### config.mk
export PLATFORM = sky130hd
export DESIGN_NAME = traffic_phase_arbiter_flat
export DESIGN_NICKNAME = d
export VERILOG_FILES = /design/src/rtl/traffic_phase_arbiter_pkg.sv /design/src/rtl/traffic_phase_arbiter_if.sv /design/src/rtl/traffic_phase_arbiter_rr_arbiter_4.sv /design/src/rtl/traffic_phase_arbiter.sv /design/src/flat_wrapper.sv
export SDC_FILE = /design/constraint.sdc
export NUM_CORES = 1
export LEC_CHECK = 0
export CAP_MARGIN = 20
export CELL_PAD_IN_SITES_DETAIL_PLACEMENT = 2
export CELL_PAD_IN_SITES_GLOBAL_PLACEMENT = 2
export CORE_UTILIZATION = 30
export DETAILED_ROUTE_END_ITERATION = 6
export GPL_TIMING_DRIVEN = 0
export HOLD_SLACK_MARGIN = 0.02
export PLACE_DENSITY_LB_ADDON = 0.15
export SLEW_MARGIN = 25
export SYNTH_ARGS = -nofsm -noshare
export SYNTH_HDL_FRONTEND = slang
export SYNTH_SLANG_ARGS = --single-unit
### constraint.sdc
create_clock -name clk -period 3.03 [get_ports clk]
set_clock_uncertainty 0.15 [all_clocks]
set_input_delay 0.606 -clock clk [delete_from_list [all_inputs] [get_ports clk]]
set_output_delay 0.606 -clock clk [all_outputs]
set_load 0.02 [all_outputs]
### src/rtl/traffic_phase_arbiter_pkg.sv
// traffic_pkg: light encodings, approach indices and phase states shared by traffic_phase_arbiter
package traffic_pkg;
  localparam logic [2:0] LIGHT_GREEN = 3'b001;
  localparam logic [2:0] LIGHT_YELLOW = 3'b010;
  localparam logic [2:0] LIGHT_RED = 3'b100;
  localparam logic [1:0] DIR_N = 2'd0;
  localparam logic [1:0] DIR_S = 2'd1;
  localparam logic [1:0] DIR_E = 2'd2;
  localparam logic [1:0] DIR_W = 2'd3;
  typedef enum logic [1:0] {IDLE, GREEN, YELLOW, ALL_RED} phase_t;
  function automatic logic [1:0] onehot_idx(input logic [3:0] oh);
    return {oh[3] | oh[2], oh[3] | oh[1]};
  endfunction
endpackage

### src/rtl/traffic_phase_arbiter_if.sv
// traffic_phase_arbiter_if: sensor and light buses; EMERGENCY_PREEMPT_EN adds emg_req/emg_dir
interface traffic_phase_arbiter_if;
  logic [3:0] req;
  logic [2:0] n_lights;
  logic [2:0] s_lights;
  logic [2:0] e_lights;
  logic [2:0] w_lights;
  logic [3:0] grant;
`ifdef EMERGENCY_PREEMPT_EN
  logic emg_req;
  logic [1:0] emg_dir;
  modport master (output req, emg_req, emg_dir, input n_lights, s_lights, e_lights, w_lights, grant);
  modport slave (input req, emg_req, emg_dir, output n_lights, s_lights, e_lights, w_lights, grant);
`else
  modport master (output req, input n_lights, s_lights, e_lights, w_lights, grant);
  modport slave (input req, output n_lights, s_lights, e_lights, w_lights, grant);
`endif
endinterface

### src/rtl/traffic_phase_arbiter_rr_arbiter_4.sv
// rr_arbiter_4: one-hot grant to the first requester after ptr in circular order N,S,E,W
module rr_arbiter_4 (
  input  logic [3:0] req,
  input  logic [1:0] ptr,
  output logic [3:0] gnt,
  output logic       valid
);
  always_comb begin
    gnt = '0;
    for (int i = 4; i >= 1; i--)
      gnt = req[ptr + 2'(i)] ? 4'b1 << (ptr + 2'(i)) : gnt;
    valid = |req;
  end
endmodule

### src/rtl/traffic_phase_arbiter.sv
// traffic_phase_arbiter: round-robin 4-way junction phase scheduler; EMERGENCY_PREEMPT_EN adds pre-emption
module traffic_phase_arbiter
  import traffic_pkg::*;
#(
  parameter int MIN_GREEN = 4,
  parameter int MAX_GREEN = 16,
  parameter int YELLOW_TIME = 3,
  parameter int ALLRED_TIME = 1,
  parameter int CNT_W = 5
) (
  input logic clk,
  input logic rst,
  traffic_phase_arbiter_if.slave bus
);
  phase_t state, state_n;
  logic [CNT_W-1:0] timer, timer_n;
  logic [1:0] ptr, ptr_n, edir, pick_dir;
  logic [3:0] arb_gnt, others, grant_n;
  logic arb_valid, emg, pick_ok, hold, leave;
  logic [3:0][2:0] lights;
  rr_arbiter_4 u_arb (.req(bus.req), .ptr(ptr), .gnt(arb_gnt), .valid(arb_valid));
`ifdef EMERGENCY_PREEMPT_EN
  assign emg = bus.emg_req;
  assign edir = bus.emg_dir;
`else
  assign emg = 1'b0;
  assign edir = DIR_N;
`endif
  // ptr always names the approach currently (or last) served
  assign pick_ok = emg | arb_valid;
  assign pick_dir = emg ? edir : onehot_idx(arb_gnt);
  assign others = bus.req & ~(4'b1 << ptr);
  assign hold = emg && edir == ptr;
  assign leave = (emg && edir != ptr) || (!hold && others != 4'b0 && timer >= CNT_W'(MIN_GREEN - 1));
  always_comb begin
    state_n = state;
    ptr_n = ptr;
    case (state)
      IDLE: begin
        state_n = pick_ok ? GREEN : IDLE;
        ptr_n = pick_ok ? pick_dir : ptr;
      end
      GREEN: state_n = leave ? YELLOW : GREEN;
      YELLOW: state_n = timer == CNT_W'(YELLOW_TIME - 1) ? ALL_RED : YELLOW;
      ALL_RED: if (timer == CNT_W'(ALLRED_TIME - 1)) begin
        state_n = pick_ok ? GREEN : IDLE;
        ptr_n = pick_ok ? pick_dir : ptr;
      end
      default: state_n = IDLE;
    endcase
    timer_n = state_n != state ? '0 :
              (state == IDLE || (state == GREEN && timer == CNT_W'(MAX_GREEN - 1))) ? timer :
              timer + CNT_W'(1);
    grant_n = (state_n == GREEN || state_n == YELLOW) ? 4'b1 << ptr_n : 4'b0;
  end
  always_ff @(posedge clk) begin
    if (!rst) begin
      state <= IDLE;
      timer <= '0;
      ptr <= DIR_W;
      bus.grant <= '0;
      lights <= {4{LIGHT_RED}};
    end else begin
      state <= state_n;
      timer <= timer_n;
      ptr <= ptr_n;
      bus.grant <= grant_n;
      for (int d = 0; d < 4; d++)
        lights[d] <= grant_n[d] ? (state_n == GREEN ? LIGHT_GREEN : LIGHT_YELLOW) : LIGHT_RED;
    end
  end
  assign bus.n_lights = lights[DIR_N];
  assign bus.s_lights = lights[DIR_S];
  assign bus.e_lights = lights[DIR_E];
  assign bus.w_lights = lights[DIR_W];
endmodule
### src/flat_wrapper.sv
// flat-port wrapper written by rule: the top's interface ports become plain ports
module traffic_phase_arbiter_flat import traffic_pkg::*;
#(
  parameter int MIN_GREEN = 4,
  parameter int MAX_GREEN = 16,
  parameter int YELLOW_TIME = 3,
  parameter int ALLRED_TIME = 1,
  parameter int CNT_W = 5
)
  (clk, rst, bus_req, bus_n_lights, bus_s_lights, bus_e_lights, bus_w_lights, bus_grant);
  traffic_phase_arbiter_if bus_i ();
  input logic clk;
  input logic rst;
  input wire logic [$bits(bus_i.req)-1:0] bus_req;
  output wire logic [$bits(bus_i.n_lights)-1:0] bus_n_lights;
  output wire logic [$bits(bus_i.s_lights)-1:0] bus_s_lights;
  output wire logic [$bits(bus_i.e_lights)-1:0] bus_e_lights;
  output wire logic [$bits(bus_i.w_lights)-1:0] bus_w_lights;
  output wire logic [$bits(bus_i.grant)-1:0] bus_grant;
  assign bus_i.req = bus_req;
  assign bus_n_lights = bus_i.n_lights;
  assign bus_s_lights = bus_i.s_lights;
  assign bus_e_lights = bus_i.e_lights;
  assign bus_w_lights = bus_i.w_lights;
  assign bus_grant = bus_i.grant;
  traffic_phase_arbiter #(.MIN_GREEN(MIN_GREEN), .MAX_GREEN(MAX_GREEN), .YELLOW_TIME(YELLOW_TIME), .ALLRED_TIME(ALLRED_TIME), .CNT_W(CNT_W)) u_core (.clk(clk), .rst(rst), .bus(bus_i));
endmodule
==> summary.log <==
INFO  yosys          yosysWarnings=0
INFO  worst_setup_path reg2reg_setup_slack=110ps
INFO  global_route   globalRoute.totalOverflow=0
INFO  outcome        status=finished clean
INFO  yosys          synth_enable_flop_cells=0
INFO  finish         fillCellCount=539
INFO  routing        drtAntennaViolNets=0
INFO  worst_setup_path regToRegEndpoint=u_core.bus.e_lights[2]$_SDFF_PN1_
INFO  sta            timing.final.hold_violations=0
INFO  sta            worstMarginPinSlew=575.3ps
INFO  routing        detailed_route_iter0_violations=30
INFO  sta            count_of_final_setup_violators=0
INFO  yosys          post_synthesis_sequential_element_count=25
INFO  yosys          synth.mux.area_fraction=0.09648
INFO  worst_hold_path worstHoldEndpoint=u_core.timer[4]$_SDFFE_PP0N_
INFO  routing        routed_wl=4559um
INFO  floorplanning  i_o_pin_cnt=22
INFO  yosys          yosys.area_share.adder=0.1308
INFO  sta            period_utilization_post_route=0.9642
INFO  cts            buffers_from_clock_root_to_sink_at_most=2
INFO  worst_setup_path worst_setup_path_category=reg -> reg
INFO  yosys          synth_fp_nets=189
INFO  floorplanning  fp.dieW=73.42um
INFO  yosys          synth.avg_cell_area=9.163um2
INFO  cts            cts_inserted_buffers=3
INFO  finish         postLayoutCoreUtil=0.4371
INFO  worst_hold_path hold_path.class=reg -> reg
INFO  routing        detailroute.via_count=1373
INFO  yosys          synth.area.top_cells=sky130_fd_sc_hd__dfxtp_1 33%, sky130_fd_sc_hd__ha_1 13%, sky130_fd_sc_hd__inv_1 3.7%
INFO  power_and_ir_drop powerDensity=747.5mW/mm2
INFO  routing        drt-vias-per-instance=5.104
INFO  worst_hold_path worst_hold_path.num_cells=2
INFO  job            cap_viol_max_count=0
INFO  placed_design  finalWeightedCongestion=0.8395
INFO  floorplanning  fp.dieArea=0.005391mm2
INFO  cts            clock_tree.root_cell=sky130_fd_sc_hd__clkbuf_8
INFO  floorplanning  starting_density_of_the_core=0.3177
INFO  yosys          synth_top_family_by_area=compound AO/OA/AOI/OAI gates
INFO  worst_setup_path worstRegToRegCells=8
INFO  sta            post-route-min-period=2921ps
INFO  power_and_ir_drop power.leakage=0.8130nW
INFO  yosys          most_common_cell_in_the_synthesized_netlist=sky130_fd_sc_hd__dfxtp_1
INFO  placed_design  port-buffer-count=21
INFO  global_route   globalRouteTotalUtil=0.1848
INFO  routing        remaining_drc_errors=0
INFO  worst_setup_path timing.critical_path.required=3040ps
INFO  cts            worstSkewPairLatency=260ps
INFO  finish         area_growth_synth_to_finish=37.61%
INFO  cts            cts_sink_cnt=25
INFO  worst_setup_path worst_path_dominant_cell_family=compound AO/OA/AOI/OAI gates
INFO  floorplanning  die_y=73.42um
INFO  yosys          synth_seq_area_share=0.3271
INFO  cts            cts.clk_slew.worst_paths=80ps
INFO  worst_setup_path worst_r2r_startpoint=u_core.ptr[0]$_SDFF_PN1_
INFO  yosys          ys.flop_type=sky130_fd_sc_hd__dfxtp_1
INFO  yosys          xor_and_xnor_area_share_after_synthesis=0.01717
INFO  yosys          synth_largest_type_area_fraction=0.3271
INFO  finish         post_route_cells_drive_above_1_share=0.1931
INFO  yosys          yosys.area_share.simple=0.1881
INFO  global_route   first_global_vias=1541
INFO  floorplanning  num_rows=25
INFO  worst_setup_path cp.arrival=2930ps
INFO  floorplanning  core_area=0.004817mm2
INFO  worst_setup_path worst-path-buf-inv=2
INFO  sta            drv_slew=0
INFO  sta            slew-limit-headroom=0.6165
INFO  routing        drt_pass1_iterations=4
INFO  yosys          synth.top_cells.by_count=25 x sky130_fd_sc_hd__dfxtp_1, 16 x sky130_fd_sc_hd__ha_1, 15 x sky130_fd_sc_hd__inv_1
INFO  sta            timing.fmax=342.3MHz
INFO  worst_setup_path timing.critical_path.to_type=flip-flop
INFO  yosys          library_cell_occupying_the_most_area_in_the_post_synthesis_netlist=sky130_fd_sc_hd__dfxtp_1
INFO  yosys          synth_compound_area_frac=0.1938
INFO  global_route   grt_max_degree=14
INFO  yosys          netlist_area=0.001530mm2
INFO  placed_design  post-dp-hpwl=3320um
INFO  cts            cts_htree_levels=1
INFO  finish         antenna_cells_inserted=0
INFO  cts            cts_tree=done
INFO  routing        routed_wire_length_per_instance=16.95um
INFO  worst_setup_path crit_path_cell_trace=clkinvlp_4 > ha_4 > mux4_2 > buf_4 > a21oi_4 > a221oi_4 > a2111o_1 > or2_1
INFO  worst_hold_path hold_path.startpoint=u_core.timer[4]$_SDFFE_PP0N_
INFO  yosys          synth.distinct_cells=39
INFO  finish         finish.net_count=225
INFO  worst_setup_path worstPathMaxFanout=8
INFO  worst_setup_path crit_path_start_kind=flip-flop
INFO  power_and_ir_drop vdd_drop_max=0.0003979V
INFO  sta            fin_tns_setup=0ps
INFO  global_route   antenna_found_initial=0
INFO  sta            rsz0062_at_grt=false
INFO  yosys          synth_async_sr_flop_share=0
INFO  worst_setup_path critical-path-max-stage-delay=580ps
INFO  worst_setup_path crit_slowest_cell=sky130_fd_sc_hd__mux4_2
INFO  yosys          syn_inst=167
INFO  global_route   grt_first_pass_wirelength=7693um
## metal layers
layer  share of wire  GRT usage
met1            0.46     0.2288
met4          0.0055    0.03419
met5               0          0
met3           0.026    0.03018
met2            0.51     0.3385
## what timing repair did
item	4_1_cts	5_1_grt
gates resized for setup	32	6
buffers inserted	6	5
hold buffers	0	0
endpoints found under the setup margin	18	17
pin swaps	8	8
## how the worst max path moves through the flow
stage	start	to	slack (ps)	depth (start not counted)
2_1_floorplan	u_core.ptr[0]$_SDFF_PN1_	u_core.bus.s_lights[2]$_SDFF_PN1_	100	9
3_3_place_gp	bus_req[3]	u_core.bus.e_lights[2]$_SDFF_PN1_	-730	9
3_5_place_dp	bus_req[3]	u_core.bus.e_lights[2]$_SDFF_PN1_	-710	9
4_1_cts	u_core.ptr[0]$_SDFF_PN1_	u_core.bus.s_lights[2]$_SDFF_PN1_	30	9
5_1_grt	u_core.ptr[0]$_SDFF_PN1_	u_core.bus.grant[2]$_SDFF_PN0_	0.8	9
6_report	u_core.ptr[0]$_SDFF_PN1_	u_core.bus.e_lights[2]$_SDFF_PN1_	110	8
## layout make-up
class | count | area [um2] | area share
clock buffer | 4 | 45.04 | 0.02139
tap | 67 | 83.83 | 0.03981
sequential | 25 | 508.0 | 0.2412
multi-input combinational | 125 | 1105 | 0.5247
buffer | 1 | 3.754 | 0.001783
timing repair buffer | 32 | 300.3 | 0.1426
inverter | 15 | 60.06 | 0.02852
## registers in the layout, indices dropped and copies added, names as in the netlist
name,cells
u_core.bus.grant,4
u_core.bus.s_lights,3
u_core.bus.w_lights,3
u_core.timer,5
u_core.ptr,2
u_core.bus.e_lights,3
u_core.state,2
u_core.bus.n_lights,3
## cell families after synthesis
kind of cell,after synthesis
AOI/OAI and AO/OA,43
DFF,25
muxes,9
adders and majority gates,16
and+or+nand+nor,54
xor gates and xnor gates,3
buffers and inverters,17
## report_power, final
group,total (mW),switching [mW],internal (mW)
sequential,0.431,0.0393,0.392
clock,0.193,0.0994,0.0939
combinational,0.949,0.513,0.437
## tightest hold or removal path, cell delays in order, from the launching register on
cell                      delay (ps)
sky130_fd_sc_hd__dfxtp_1         360
sky130_fd_sc_hd__o21ai_0         200
sky130_fd_sc_hd__nor4_1           50
## per-stage QoR
stage          power, mW  hold slack [ps]  cell area [um2]  worst slack (ps)  cells
6_report           1.574            505.7             2106             108.6    269
4_1_cts            1.516            484.6             2049             25.52    265
2_1_floorplan     0.9027            393.8             1530             103.2    167
5_1_grt            1.672            543.3             2106            0.7874    269
3_3_place_gp       1.104            444.2             1824            -726.3    255
3_5_place_dp       1.145            449.1             1824            -710.4    255
## cell usage in the layout, fill, tap and decap left out, types with 4 or more instances in the layout
cell type,n
sky130_fd_sc_hd__dfxtp_1,23
sky130_fd_sc_hd__clkdlybuf4s50_1,17
sky130_fd_sc_hd__inv_1,13
sky130_fd_sc_hd__ha_1,13
sky130_fd_sc_hd__buf_4,10
sky130_fd_sc_hd__nand2_1,9
sky130_fd_sc_hd__nor3_1,8
sky130_fd_sc_hd__a21oi_1,8
sky130_fd_sc_hd__nor2_1,7
sky130_fd_sc_hd__o21ai_0,6
sky130_fd_sc_hd__nand2b_1,6
sky130_fd_sc_hd__mux2i_1,5
sky130_fd_sc_hd__nor4_1,5
sky130_fd_sc_hd__dlygate4sd2_1,4
(Power assumes the default switching activity.)
